File: src/rtl/risc_pkg.sv
`default_nettype none
// ============================================================================
//  Module      : risc_pkg
//  Description : Shared definitions for the 8-bit RISC fetch/sequencing stage:
//                opcode values, FSM state encoding and the operand-read
//                decode helper.
//  Config      : FETCH_SKZ_EN is not used in this file.
//  Revision    : 1.0 - initial release
// ============================================================================
package risc_pkg;

    localparam int IR_W = 8;

    localparam logic [2:0] HLT = 3'b000;
    localparam logic [2:0] SKZ = 3'b001;
    localparam logic [2:0] ADD = 3'b010;
    localparam logic [2:0] AND = 3'b011;
    localparam logic [2:0] XOR = 3'b100;
    localparam logic [2:0] LDA = 3'b101;
    localparam logic [2:0] STO = 3'b110;
    localparam logic [2:0] JMP = 3'b111;

    typedef enum logic [1:0] {
        FETCH  = 2'b00,
        DECODE = 2'b01,
        EXEC   = 2'b10,
        HALT   = 2'b11
    } state_t;

    // Opcodes that read a data operand from memory at the IR operand address.
    function automatic logic needs_operand(input logic [2:0] op);
        return (op == ADD) || (op == AND) || (op == XOR) || (op == LDA);
    endfunction

endpackage
`default_nettype wire

File: src/rtl/fetch_sequencer_if.sv
`default_nettype none
// ============================================================================
//  Module      : fetch_sequencer_if
//  Description : Memory-side bus of the fetch sequencer.
//                mem_rdata : read data from combinational memory (8 bits)
//                pc_addr   : address-mux input 0 (current PC)
//                ir_addr   : address-mux input 1 (zero-extended IR operand)
//                addr_sel  : address-mux select, 0 = pc_addr, 1 = ir_addr
//                mem_rd    : memory read strobe
//                master = sequencer side, slave = memory / mux side.
//  Config      : FETCH_SKZ_EN is not used in this file.
//  Revision    : 1.0 - initial release
// ============================================================================
interface fetch_sequencer_if #(
    parameter int ADDR_W = 8
);
    logic [7:0]        mem_rdata;
    logic [ADDR_W-1:0] pc_addr;
    logic [ADDR_W-1:0] ir_addr;
    logic              addr_sel;
    logic              mem_rd;

    modport master (
        input  mem_rdata,
        output pc_addr,
        output ir_addr,
        output addr_sel,
        output mem_rd
    );

    modport slave (
        output mem_rdata,
        input  pc_addr,
        input  ir_addr,
        input  addr_sel,
        input  mem_rd
    );
endinterface
`default_nettype wire

File: src/rtl/fetch_pc.sv
`default_nettype none
// ============================================================================
//  Module      : fetch_pc
//  Description : Program counter register, modulo 2^ADDR_W arithmetic.
//                clk, rst_n : clock, asynchronous active-low reset (PC -> 0)
//                load       : PC <= load_val (highest priority)
//                inc2       : PC <= PC + 2   (only with FETCH_SKZ_EN)
//                inc1       : PC <= PC + 1   (lowest priority)
//                pc         : current PC
//  Config      : FETCH_SKZ_EN - keeps the +2 path; otherwise inc2 is ignored.
//  Revision    : 1.0 - initial release
// ============================================================================
module fetch_pc #(
    parameter int ADDR_W = 8
) (
    input  wire logic              clk,
    input  wire logic              rst_n,
    input  wire logic              inc1,
    input  wire logic              inc2,
    input  wire logic              load,
    input  wire logic [ADDR_W-1:0] load_val,
    output logic      [ADDR_W-1:0] pc
);

`ifndef FETCH_SKZ_EN
    logic unused_inc2;
    assign unused_inc2 = inc2;
`endif

    always_ff @(posedge clk or negedge rst_n) begin
        if (!rst_n) begin
            pc <= '0;
        end else if (load) begin
            pc <= load_val;
`ifdef FETCH_SKZ_EN
        end else if (inc2) begin
            pc <= pc + ADDR_W'(2);
`endif
        end else if (inc1) begin
            pc <= pc + ADDR_W'(1);
        end
    end

endmodule
`default_nettype wire

File: src/rtl/fetch_sequencer.sv
`default_nettype none
// ============================================================================
//  Module      : fetch_sequencer
//  Description : Instruction fetch / program sequencing stage. Holds PC and IR,
//                runs FETCH -> DECODE -> EXEC (-> HALT) and drives the two
//                candidate addresses plus select of the external 2:1 mux.
//                clk, rst_n : clock, asynchronous active-low reset
//                bus        : memory bus (fetch_sequencer_if.master)
//                zero       : accumulator-is-zero flag (SKZ condition)
//                resume     : leave HALT
//                opcode     : IR[7:5]
//                ir_load    : IR latches on this cycle's closing edge
//                exec       : ALU/accumulator commit cycle
//                halted     : sequencer is in HALT
//  Config      : FETCH_SKZ_EN - SKZ skips when zero=1; otherwise SKZ is a NOP.
//  Revision    : 1.0 - initial release
// ============================================================================
module fetch_sequencer
    import risc_pkg::*;
#(
    parameter int ADDR_W = 8,
    parameter int OPND_W = 5
) (
    input  wire logic        clk,
    input  wire logic        rst_n,
    fetch_sequencer_if.master bus,
    input  wire logic        zero,
    input  wire logic        resume,
    output logic [2:0]       opcode,
    output logic             ir_load,
    output logic             exec,
    output logic             halted
);

    state_t            state;
    logic [IR_W-1:0]   ir;
    logic [ADDR_W-1:0] pc;
    logic [ADDR_W-1:0] operand_addr;

    // Strobes are registered alongside the state so each one is valid for
    // exactly the state it belongs to, with no path from any input.
    logic addr_sel_q;
    logic mem_rd_q;
    logic ir_load_q;
    logic exec_q;
    logic halted_q;

    logic pc_inc1;
    logic pc_inc2;
    logic pc_load;

    assign opcode       = ir[7:5];
    assign operand_addr = ADDR_W'(ir[OPND_W-1:0]);

    // PC control is only active in EXEC (and HALT for resume). SKZ raises
    // inc1 as well; the PC's priority lets inc2 win when the skip is taken.
    assign pc_inc1 = ((state == EXEC) && (opcode != HLT) && (opcode != JMP)) ||
                     ((state == HALT) && resume);
    assign pc_load = (state == EXEC) && (opcode == JMP);

`ifdef FETCH_SKZ_EN
    assign pc_inc2 = (state == EXEC) && (opcode == SKZ) && zero;
`else
    logic unused_zero;
    assign unused_zero = zero;
    assign pc_inc2     = 1'b0;
`endif

    fetch_pc #(
        .ADDR_W   (ADDR_W)
    ) u_fetch_pc (
        .clk      (clk),
        .rst_n    (rst_n),
        .inc1     (pc_inc1),
        .inc2     (pc_inc2),
        .load     (pc_load),
        .load_val (operand_addr),
        .pc       (pc)
    );

    always_ff @(posedge clk or negedge rst_n) begin
        if (!rst_n) begin
            state      <= FETCH;
            ir         <= '0;
            addr_sel_q <= 1'b0;
            mem_rd_q   <= 1'b1;
            ir_load_q  <= 1'b1;
            exec_q     <= 1'b0;
            halted_q   <= 1'b0;
        end else begin
            case (state)
                FETCH: begin
                    ir         <= bus.mem_rdata;
                    state      <= DECODE;
                    addr_sel_q <= 1'b1;
                    // Operand read decision uses the opcode being latched.
                    mem_rd_q   <= needs_operand(bus.mem_rdata[7:5]);
                    ir_load_q  <= 1'b0;
                end
                DECODE: begin
                    state  <= EXEC;
                    exec_q <= 1'b1;
                end
                EXEC: begin
                    exec_q     <= 1'b0;
                    addr_sel_q <= 1'b0;
                    if (opcode == HLT) begin
                        state    <= HALT;
                        mem_rd_q <= 1'b0;
                        halted_q <= 1'b1;
                    end else begin
                        state     <= FETCH;
                        mem_rd_q  <= 1'b1;
                        ir_load_q <= 1'b1;
                    end
                end
                HALT: begin
                    if (resume) begin
                        state     <= FETCH;
                        mem_rd_q  <= 1'b1;
                        ir_load_q <= 1'b1;
                        halted_q  <= 1'b0;
                    end
                end
                default: begin
                    state <= FETCH;
                end
            endcase
        end
    end

    assign bus.pc_addr  = pc;
    assign bus.ir_addr  = operand_addr;
    assign bus.addr_sel = addr_sel_q;
    assign bus.mem_rd   = mem_rd_q;
    assign ir_load      = ir_load_q;
    assign exec         = exec_q;
    assign halted       = halted_q;

endmodule
`default_nettype wire

File: src/flat_wrapper.sv
// flat-port wrapper written by rule: the top's interface ports become plain ports
module fetch_sequencer_flat import risc_pkg::*;
#(
    parameter int ADDR_W = 8,
    parameter int OPND_W = 5
)
  (clk, rst_n, zero, resume, opcode, ir_load, exec, halted, bus_mem_rdata, bus_pc_addr, bus_ir_addr, bus_addr_sel, bus_mem_rd);
  fetch_sequencer_if #(.ADDR_W(ADDR_W)) bus_i ();
  input  wire logic clk;
  input  wire logic rst_n;
  input  wire logic zero;
  input  wire logic resume;
  output logic [2:0] opcode;
  output logic ir_load;
  output logic exec;
  output logic halted;
  input wire logic [$bits(bus_i.mem_rdata)-1:0] bus_mem_rdata;
  output wire logic [$bits(bus_i.pc_addr)-1:0] bus_pc_addr;
  output wire logic [$bits(bus_i.ir_addr)-1:0] bus_ir_addr;
  output wire logic [$bits(bus_i.addr_sel)-1:0] bus_addr_sel;
  output wire logic [$bits(bus_i.mem_rd)-1:0] bus_mem_rd;
  assign bus_i.mem_rdata = bus_mem_rdata;
  assign bus_pc_addr = bus_i.pc_addr;
  assign bus_ir_addr = bus_i.ir_addr;
  assign bus_addr_sel = bus_i.addr_sel;
  assign bus_mem_rd = bus_i.mem_rd;
  fetch_sequencer #(.ADDR_W(ADDR_W), .OPND_W(OPND_W)) u_core (.clk(clk), .rst_n(rst_n), .bus(bus_i), .zero(zero), .resume(resume), .opcode(opcode), .ir_load(ir_load), .exec(exec), .halted(halted));
endmodule
File: config.mk
export PLATFORM = sky130hd
export DESIGN_NAME = fetch_sequencer_flat
export DESIGN_NICKNAME = d
export VERILOG_FILES = /design/src/rtl/risc_pkg.sv /design/src/rtl/fetch_sequencer_if.sv /design/src/rtl/fetch_pc.sv /design/src/rtl/fetch_sequencer.sv /design/src/flat_wrapper.sv
export SDC_FILE = /design/constraint.sdc
export NUM_CORES = 1
export LEC_CHECK = 0
export ABC_AREA = 0
export CAP_MARGIN = 20
export CORE_MARGIN = 5
export CORE_UTILIZATION = 46
export CTS_CLUSTER_SIZE = 10
export DETAILED_ROUTE_END_ITERATION = 6
export GPL_TIMING_DRIVEN = 0
export HOLD_SLACK_MARGIN = 0.03
export PLACE_DENSITY = 0.81
export SYNTH_ARGS = -nofsm -noshare
export SYNTH_HDL_FRONTEND = slang
export SYNTH_HIERARCHICAL = 1
export SYNTH_SLANG_ARGS = --single-unit
File: constraint.sdc
create_clock -name clk -period 2.44 [get_ports clk]
set_input_delay 0.732 -clock clk [delete_from_list [all_inputs] [get_ports clk]]
set_output_delay 0.732 -clock clk [all_outputs]
set_load 0.1 [all_outputs]
* After elaboration in Yosys (flattened, before gate mapping)
Cells that the tools add are included.
** Operators by class
- $add $sub $neg :: 1
- Equal/unequal tests :: 12
- Mux-type cells :: 15
- Reductions and logical operators :: 19
** Operators with widths (count)
- 8-bit two-way mux :: 2
- 3-bit equality test, second input constant :: 3
- 8-bit by 1-bit adder with 8-bit output, second input constant :: 1
- 2-bit case mux with 4 select lines :: 1
- 2-bit nonzero test :: 4
- 3-bit by 2-bit equality test with 1-bit output, second input constant :: 2
- 2-bit inequality test, second input constant :: 3
- 1-bit case mux with 2 select lines :: 3
- 1-bit case mux with 3 select lines :: 2
- 3-bit AND reduction :: 2
- 3-bit nonzero test :: 2
- 1-bit two-way mux :: 5
- 2-bit equality test, second input constant :: 2
- 1-bit logical AND :: 4
- 1-bit logical OR :: 4
- 2-bit two-way mux :: 2
- 3-bit logical NOT :: 1
- 3-bit inequality test, second input constant :: 1
- 2-bit by 1-bit equality test with 1-bit output, second input constant :: 1
- 2-bit logical NOT :: 1
- 2-bit AND reduction :: 1
** Storage, ports and cells
- Register bits :: 23
- Input bits :: 12
- Output and inout bits :: 24
- Logic and storage cells :: 55

* Depth between registers and ports, before layout
Gate-level depths: netlist of the first run.
- Word-level depth :: 6
- Gate-level depth with buffers :: 8
- Depth with buffers taken out :: 7

* Modules after synthesis
Netlist of the first run, hierarchy kept.
** Modules (own cells, without submodules)
- fetch_sequencer :: instances 1, cells an instance 62, area an instance 726.9 um^2
- fetch_pc :: instances 1, cells an instance 49, area an instance 450.4 um^2

* Worst setup path before layout of the first run
Ideal clock, no wire load.
- Path type :: flip-flop to flip-flop
- Start point :: reg u_core.ir[5]
- End point :: reg u_core.u_fetch_pc.pc[5]
- Library setup time :: 0.069 ns
- Arrival time :: 2.176 ns
- Setup slack :: 0.195 ns
- Cell stages (with the launch flop) :: 8
- Buffers on the path :: 1
- Cells stage by stage :: dfrtp_1 -> or3_1 -> nand3_1 -> nand2_1 -> buf_4 -> nand4_4 -> or4_1 -> nand3_1
** Between the ends
- Longest elaborated chain between the ends :: 5
- Elaborated cells between the ends (all ways) :: 9
- Those cells by class :: eq/ne (2); mux (1); reduce/logical (6)
** Ends and longest elaborated chain
- from (decl) :: line fetch_sequencer.sv:36 : logic [IR_W-1:0] ir;
- from (signal assigned) :: line fetch_sequencer.sv:93 : ir <= bus.mem_rdata;
- 3-bit nonzero test :: line fetch_sequencer.sv:57 : assign pc_inc1 = ((state == EXEC) && (opcode != HLT) && (opcode != JMP)) ||
- 1-bit logical AND :: line fetch_sequencer.sv:57
- 1-bit logical AND * :: line fetch_sequencer.sv:57
- 1-bit logical OR * :: line fetch_sequencer.sv:57
- named net u_core.pc_inc1 :: line fetch_sequencer.sv:48 : logic pc_inc1;
- 2-bit nonzero test (no source line) *
- to (signal assigned) :: line fetch_pc.sv:34 : pc <= load_val;
- to (signal assigned) :: line fetch_pc.sv:40 : pc <= pc + ADDR_W'(1);
- to (decl) :: line fetch_pc.sv:22 : output logic [ADDR_W-1:0] pc
Mark *: on every way through the listed nets, which the timed path passes. The rest lies on a longest branch.
A chain may end at the register's enable or synchronous reset.

* Worst setup path in the final report of the first run
- Start point :: reg u_core.u_fetch_pc.pc[3]
- End point :: out bus_pc_addr[3]
** RTL lines
- to (decl) :: line flat_wrapper.sv:18 : output wire logic [$bits(bus_i.pc_addr)-1:0] bus_pc_addr;
No word-level cell between the ends.

==> impl_results.rst, run 1 <==
.. list-table::
   :header-rows: 1

   * - Metric
     - Value
   * - Sink of the worst hold path
     - u_core/bus.addr_sel
   * - Total number of placement rows
     - 18
   * - DRC
     - 0
   * - Largest driver fanout on the critical path
     - 6
   * - Critical R2R Capture
     - u_core/u_fetch_pc/pc[0]
   * - Cell taking the most area after synthesis
     - dfrtp_1
   * - Final antenna-violating net count
     - 0
   * - Final period util
     - 0.9758
   * - Number of antenna violations at the first check in global routing
     - 0
   * - Proportion of netlist area held by the largest area contributor
     - 0.4463
   * - Final Net Count
     - 170
   * - Source of the worst hold timing path
     - u_core/bus.addr_sel
   * - Minimum period implied by the final worst setup slack
     - 2.381 ns
   * - Startpoint Class
     - flip-flop
   * - Total buffers and inverters traversed by the critical path
     - 1
   * - Layout cell share with drive strength beyond 1
     - 0.1645
   * - Setup TNS Final
     - 0 ns
   * - Total cell area at the placement stage
     - 1544 um^2
   * - Global-route wire length before repair
     - 4209 um
   * - Starting density of the core
     - 0.4796
   * - Worst-case setup margin in the final layout
     - 0.05909 ns
   * - Routed WL
     - 2526 um
   * - Core Area
     - 2455 um^2
   * - Pre-antenna DRT Iters
     - 4
   * - Final hold vios
     - 0
   * - Number of enable-type register cells in the synthesized netlist
     - 0
   * - CTS hold repair buffers
     - 0
   * - Crit-path cells
     - dlygate4sd2_1
   * - Vias in the first global route
     - 1005
   * - Detailed Place HPWL
     - 1911 um
   * - CTS sink cnt
     - 23
   * - RSZ-0062 raised after global routing
     - false
   * - Setup-violating endpoint count in the final report
     - 0
   * - Final Instance Area
     - 1546 um^2
   * - Headroom to the max-slew limit
     - 0.3614
   * - N_diodes
     - 0
   * - Share of the yosys chip area belonging to registers
     - 0.4910
   * - Post-synthesis to final-layout area growth
     - 31.35%
   * - Hold Path Stages
     - 2
   * - Pin count of the biggest net entering global routing
     - 24
   * - I/O pin cnt
     - 36
   * - Max frequency
     - 420.0 MHz
   * - Maximum clock skew at final layout
     - 0.004249 ns
   * - Share of synthesized registers carrying an async set or reset
     - 1.000
   * - Area taken by flip-flops and latches
     - 578.1 um^2
   * - Fin. max-slew vios
     - 0
   * - Buffers inserted by post-CTS timing repair
     - 0
   * - Largest delay share family, worst path
     - buffers and inverters
   * - Die outline area
     - 3671 um^2
   * - Dpl cells
     - 177
   * - Routability cong.
     - 0.7679
   * - Synth warn
     - 6
   * - Synth Instances
     - 111
   * - Synthesized area per cell
     - 10.61 um^2
   * - Data required time at the worst endpoint
     - 1.71 ns
   * - Vias/cell
     - 5.258
   * - Detailed-route via count
     - 957
   * - Class of the most critical setup path
     - reg2out
   * - Clock tree from TritonCTS
     - built
   * - Crit end category
     - output pin
   * - Die Y-Extent
     - 60.59 um
   * - Slew of the pin with the lowest slew margin
     - 0.9617 ns
   * - Status
     - finished clean
   * - Critical path arrival
     - 1.65 ns
   * - Worst min-delay path class
     - reg2reg
   * - Length in cells of the worst reg-to-reg path
     - 7
   * - Maximum number of buffers from clock root to sink
     - 2
   * - Clock-pin slew reported for the worst setup and hold paths after clock tree synthesis
     - 0.12 ns
   * - Residual overflow from global routing
     - 0
   * - Area contributors post-synth
     - dfrtp_1 (45%), mux2_2 (7.7%), ha_1 (5.3%), dfstp_2 (4.5%), nand2_1 (3.8%)
   * - Tot GR Track Use
     - 0.1516
   * - Leading cell type by number of instances after synthesis
     - dfrtp_1
   * - Iteration-0 DRC count of the detailed router
     - 28
   * - Longest individual stage delay on the worst path
     - 0.89 ns
   * - CP max-delay cell
     - dlygate4sd2_1
   * - Port-buffer cells
     - 31
   * - Combined area of the multi-input logic cells
     - 561.8 um^2
   * - Average wire per standard cell
     - 13.88 um
   * - Dominant synthesized flop cell
     - dfrtp_1
   * - Post-placement setup slack
     - 0.06042 ns
   * - Worst-Skew Late Latency
     - 0.30 ns
   * - Chip width
     - 60.59 um
   * - Register-to-Register Setup Slack
     - 0.35 ns
   * - Post-synth top cells
     - dfrtp_1 (21), nand2_1 (12), mux2_2 (8)
   * - Post-synthesis instance area
     - 1177 um^2
   * - Filler cells
     - 231
   * - Total clock buffers created by CTS
     - 3
   * - Level count of the clock H-tree
     - 1
   * - Clock root buffer
     - clkbuf_4
   * - Synthesized flop and latch total
     - 23
   * - Startpoint of the worst-slack reg-to-reg timing path
     - u_core/state[0]
   * - Final cell count without fillers
     - 182
   * - Count of cell types in the netlist
     - 31
   * - Max-cap viol count
     - 0
## how the worst max path moves through the flow
| stage | startpoint | end | cells past startpoint |
|---|---|---|---|
| finish | u_core/u_fetch_pc/pc[3] | bus_pc_addr[3] | 1 |
| CTS | u_core/u_fetch_pc/pc[2] | bus_pc_addr[2] | 1 |
| global placement | u_core/ir_load | ir_load | 1 |
| detailed placement | u_core/ir_load | ir_load | 1 |
| global route | u_core/u_fetch_pc/pc[3] | bus_pc_addr[3] | 1 |
| floorplan | u_core/ir[5] | u_core/u_fetch_pc/pc[5] | 7 |
## flip-flops by register name (all words and copies together), names as in the netlist
signal	cells
u_core/halted	1
u_core/ir_load	1
u_core/exec	1
u_core/bus.mem_rd	1
u_core/u_fetch_pc/pc	8
u_core/ir	8
u_core/bus.addr_sel	1
u_core/state	2
## cell type report
type,count,area share
multi-input cells,82,0.3633
flip-flops and latches,23,0.3738
repair buffers,32,0.1853
clock buffers,4,0.01699
well taps,30,0.02427
plain buffers,7,0.02670
inverters,4,0.009709
## stage by stage
step	hold WS, ns	utilization
after CTS	0.5039	0.6300
final	0.4958	0.6300
after detailed placement	0.4802	0.6290
after global routing	0.5567	0.6300
after floorplan	0.4364	-
after global placement	0.4808	0.6290
## cells by family (layout without fill, tap and decap cells)
kind of cell / Yosys count / after routing / synth area share
flip-flops: 23 / 23 / 0.4910
multiplexers: 10 / 10 / 0.09352
adder cells (fa/ha/maj): 5 / 5 / 0.05313
other: 1 / 6 / 0.003185
buffers and inverters: 11 / 47 / 0.04782
AND/OR/NAND/NOR: 40 / 40 / 0.1955
AO/OA/AOI/OAI: 16 / 16 / 0.07864
XOR/XNOR: 5 / 5 / 0.03719
## cells in the final DEF, fill, tap and decap left out, types with 3 or more instances in the layout
| master | count |
|---|---|
| or4_1 | 3 |
| dlygate4sd2_1 | 15 |
| clkbuf_2 | 4 |
| nor3_1 | 3 |
| o21ai_0 | 7 |
| ha_1 | 5 |
| xor2_1 | 4 |
| buf_4 | 4 |
| dfrtp_1 | 21 |
| conb_1 | 6 |
| inv_1 | 4 |
| clkdlybuf4s50_1 | 10 |
| clkbuf_4 | 3 |
| clkbuf_1 | 4 |
| nand3_1 | 7 |
| mux2_2 | 8 |
| nand2_1 | 12 |
| nor2_1 | 3 |
| nor2b_1 | 4 |
## what timing repair did
action | in CTS | in global routing
resized for setup | 23 | 8
gates cloned | 0 | 0
pin swaps | 0 | 0
endpoints found under the setup margin | 21 | 6
## routing by layer
| metal | GRT usage | vias up | part of all wire |
|---|---|---|---|
| li1 | - | 462 | - |
| met1 | 0.1785 | 446 | 0.41 |
| met2 | 0.2595 | 41 | 0.49 |
| met3 | 0.02553 | 8 | 0.065 |
| met4 | 0.08669 | 0 | 0.027 |
| met5 | 0 | - | 0 |
Power of run 1 is not shown: default switching activity piles up to over one toggle a cycle in this logic, so the estimate is an artifact.
==> inputs of run 2 (changes only) <==
SKIP_CTS_REPAIR_TIMING = 1   (was default)
==> run 2 against run 1 <==
Final cell count is the same. Design area increased by 5.9%. Fmax is 2.6% higher. Die area is the same. First-iteration DRC count shrank 21%. Flip-flop and latch count is the same. Highest routed layer unchanged. Routed wire length up 0.24%. Worst setup slack gained 0.061 ns. Via count is 0.63% lower. Register-to-register slack about the same.
==> impl_results.rst, run 2 (synthesis gave the netlist of run 1 again) <==
.. list-table::
   :header-rows: 1

   * - Metric
     - Value
   * - Level count of the clock H-tree
     - 1
   * - Total clock buffers created by CTS
     - 3
   * - Final period util
     - 0.9509
   * - Critical path arrival
     - 1.59 ns
   * - Headroom to the max-slew limit
     - 0.3514
   * - Crit end category
     - output pin
   * - Minimum period implied by the final worst setup slack
     - 2.320 ns
   * - Residual overflow from global routing
     - 0
   * - Fin. max-slew vios
     - 0
   * - Detailed-route via count
     - 951
   * - Setup-violating endpoint count in the final report
     - 0
   * - Largest delay share family, worst path
     - buffers and inverters
   * - Tot GR Track Use
     - 0.1516
   * - Pre-antenna DRT Iters
     - 4
   * - CTS sink cnt
     - 23
   * - Class of the most critical setup path
     - reg2out
   * - Max-cap viol count
     - 0
   * - Clock root buffer
     - clkbuf_4
   * - Startpoint Class
     - flip-flop
   * - Layout cell share with drive strength beyond 1
     - 0.1382
   * - Port-buffer cells
     - 31
   * - Global-route wire length before repair
     - 4209 um
   * - Average wire per standard cell
     - 13.91 um
   * - Routed WL
     - 2532 um
   * - Data required time at the worst endpoint
     - 1.71 ns
   * - Slew of the pin with the lowest slew margin
     - 0.9713 ns
   * - Final antenna-violating net count
     - 0
   * - Clock tree from TritonCTS
     - built
   * - Maximum number of buffers from clock root to sink
     - 2
   * - Crit-path cells
     - dlymetal6s2s_1
   * - Starting density of the core
     - 0.4796
   * - I/O pin cnt
     - 36
   * - Largest driver fanout on the critical path
     - 2
   * - Detailed Place HPWL
     - 1911 um
   * - CP max-delay cell
     - dlymetal6s2s_1
   * - N_diodes
     - 0
   * - Longest individual stage delay on the worst path
     - 0.74 ns
   * - Core Area
     - 2455 um^2
   * - Number of antenna violations at the first check in global routing
     - 0
   * - Status
     - finished clean
   * - Final hold vios
     - 0
   * - Total number of placement rows
     - 18
   * - Worst-Skew Late Latency
     - 0.30 ns
   * - Total buffers and inverters traversed by the critical path
     - 1
   * - Iteration-0 DRC count of the detailed router
     - 22
   * - Final cell count without fillers
     - 182
   * - Routability cong.
     - 0.7679
   * - Worst min-delay path class
     - reg2reg
   * - Vias in the first global route
     - 1005
   * - Largest registers
     - u_core/ir (8), u_core/u_fetch_pc/pc (8), u_core/state (2)
   * - Final Net Count
     - 170
   * - Clock-pin slew reported for the worst setup and hold paths after clock tree synthesis
     - 0.11 ns
   * - Die outline area
     - 3671 um^2
   * - Max frequency
     - 431.0 MHz
   * - Vias/cell
     - 5.225
   * - DRC
     - 0
   * - Most used cells in the layout excluding fill and tap cells
     - dlymetal6s2s_1 (21), dfrtp_1 (21), nand2_1 (12)
   * - RSZ-0062 raised after global routing
     - false
   * - Maximum clock skew at final layout
     - 0.005439 ns
   * - Die Y-Extent
     - 60.59 um
   * - Post-synthesis to final-layout area growth
     - 39.11%
   * - Dpl cells
     - 177
   * - Pin count of the biggest net entering global routing
     - 24
   * - Chip width
     - 60.59 um
==> run 2: changes by cell type in the layout (fill, tap and decap cells not counted) <==
cell	delta
clkbuf_2	-4
clkdlybuf4s15_1	-2
dlymetal6s2s_1	+21
dlygate4sd2_1	-15
==> run 2: through the flow <==
step                worst slack [ns]  setup TNS, ns  hold slack [ns]  instance area, um^2    util
finish                        0.1199              0           0.4956                 1638  0.6672
global route                 0.06354              0           0.5567                 1638  0.6672
CTS                          -0.2913         -4.098           0.5085                 1570  0.6397
detailed placement           0.06042              0           0.4802                 1544  0.6290
global placement             0.06828              0           0.4808                 1544  0.6290
floorplan                     0.1952              0           0.4364                 1196       -
==> run 2: path summary, 6_finish.rpt <==
| kind | depth (start not counted) | end | start | slack, ns |
|---|---|---|---|---|
| worst max-delay path | 1 | ir_load | u_core/ir_load | 0.12 |
| worst min-delay path | 2 | u_core/bus.addr_sel | u_core/bus.addr_sel | 0.50 |
| worst max register to register | 7 | u_core/u_fetch_pc/pc[0] | u_core/state[0] | 0.34 |
| worst min register to register | 2 | u_core/bus.addr_sel | u_core/bus.addr_sel | 0.50 |
| max in group asynchronous | 2 | u_core/bus.mem_rd | rst_n | 1.21 |
| min in group asynchronous | 1 | u_core/u_fetch_pc/pc[6] | rst_n | 0.71 |
==> run 2: layer usage <==
metal / part of all wire / global-route usage / up-vias
met5: 0 / 0 / -
met4: 0.018 / 0.08669 / 0
met3: 0.060 / 0.02553 / 6
met2: 0.51 / 0.2595 / 33
met1: 0.41 / 0.1785 / 453
li1: - / - / 459
==> run 2: area by class of cell <==
cell class / count / area [um^2]
Fill cell: 206 / 817.0
Sequential cell: 23 / 578.1
Multi-Input combinational cell: 82 / 561.8
Timing Repair Buffer: 32 / 377.9
Buffer: 7 / 41.29
Tap cell: 30 / 37.54
Clock buffer: 4 / 26.28
Inverter: 4 / 15.01
Power of run 2 is left out for the same reason.
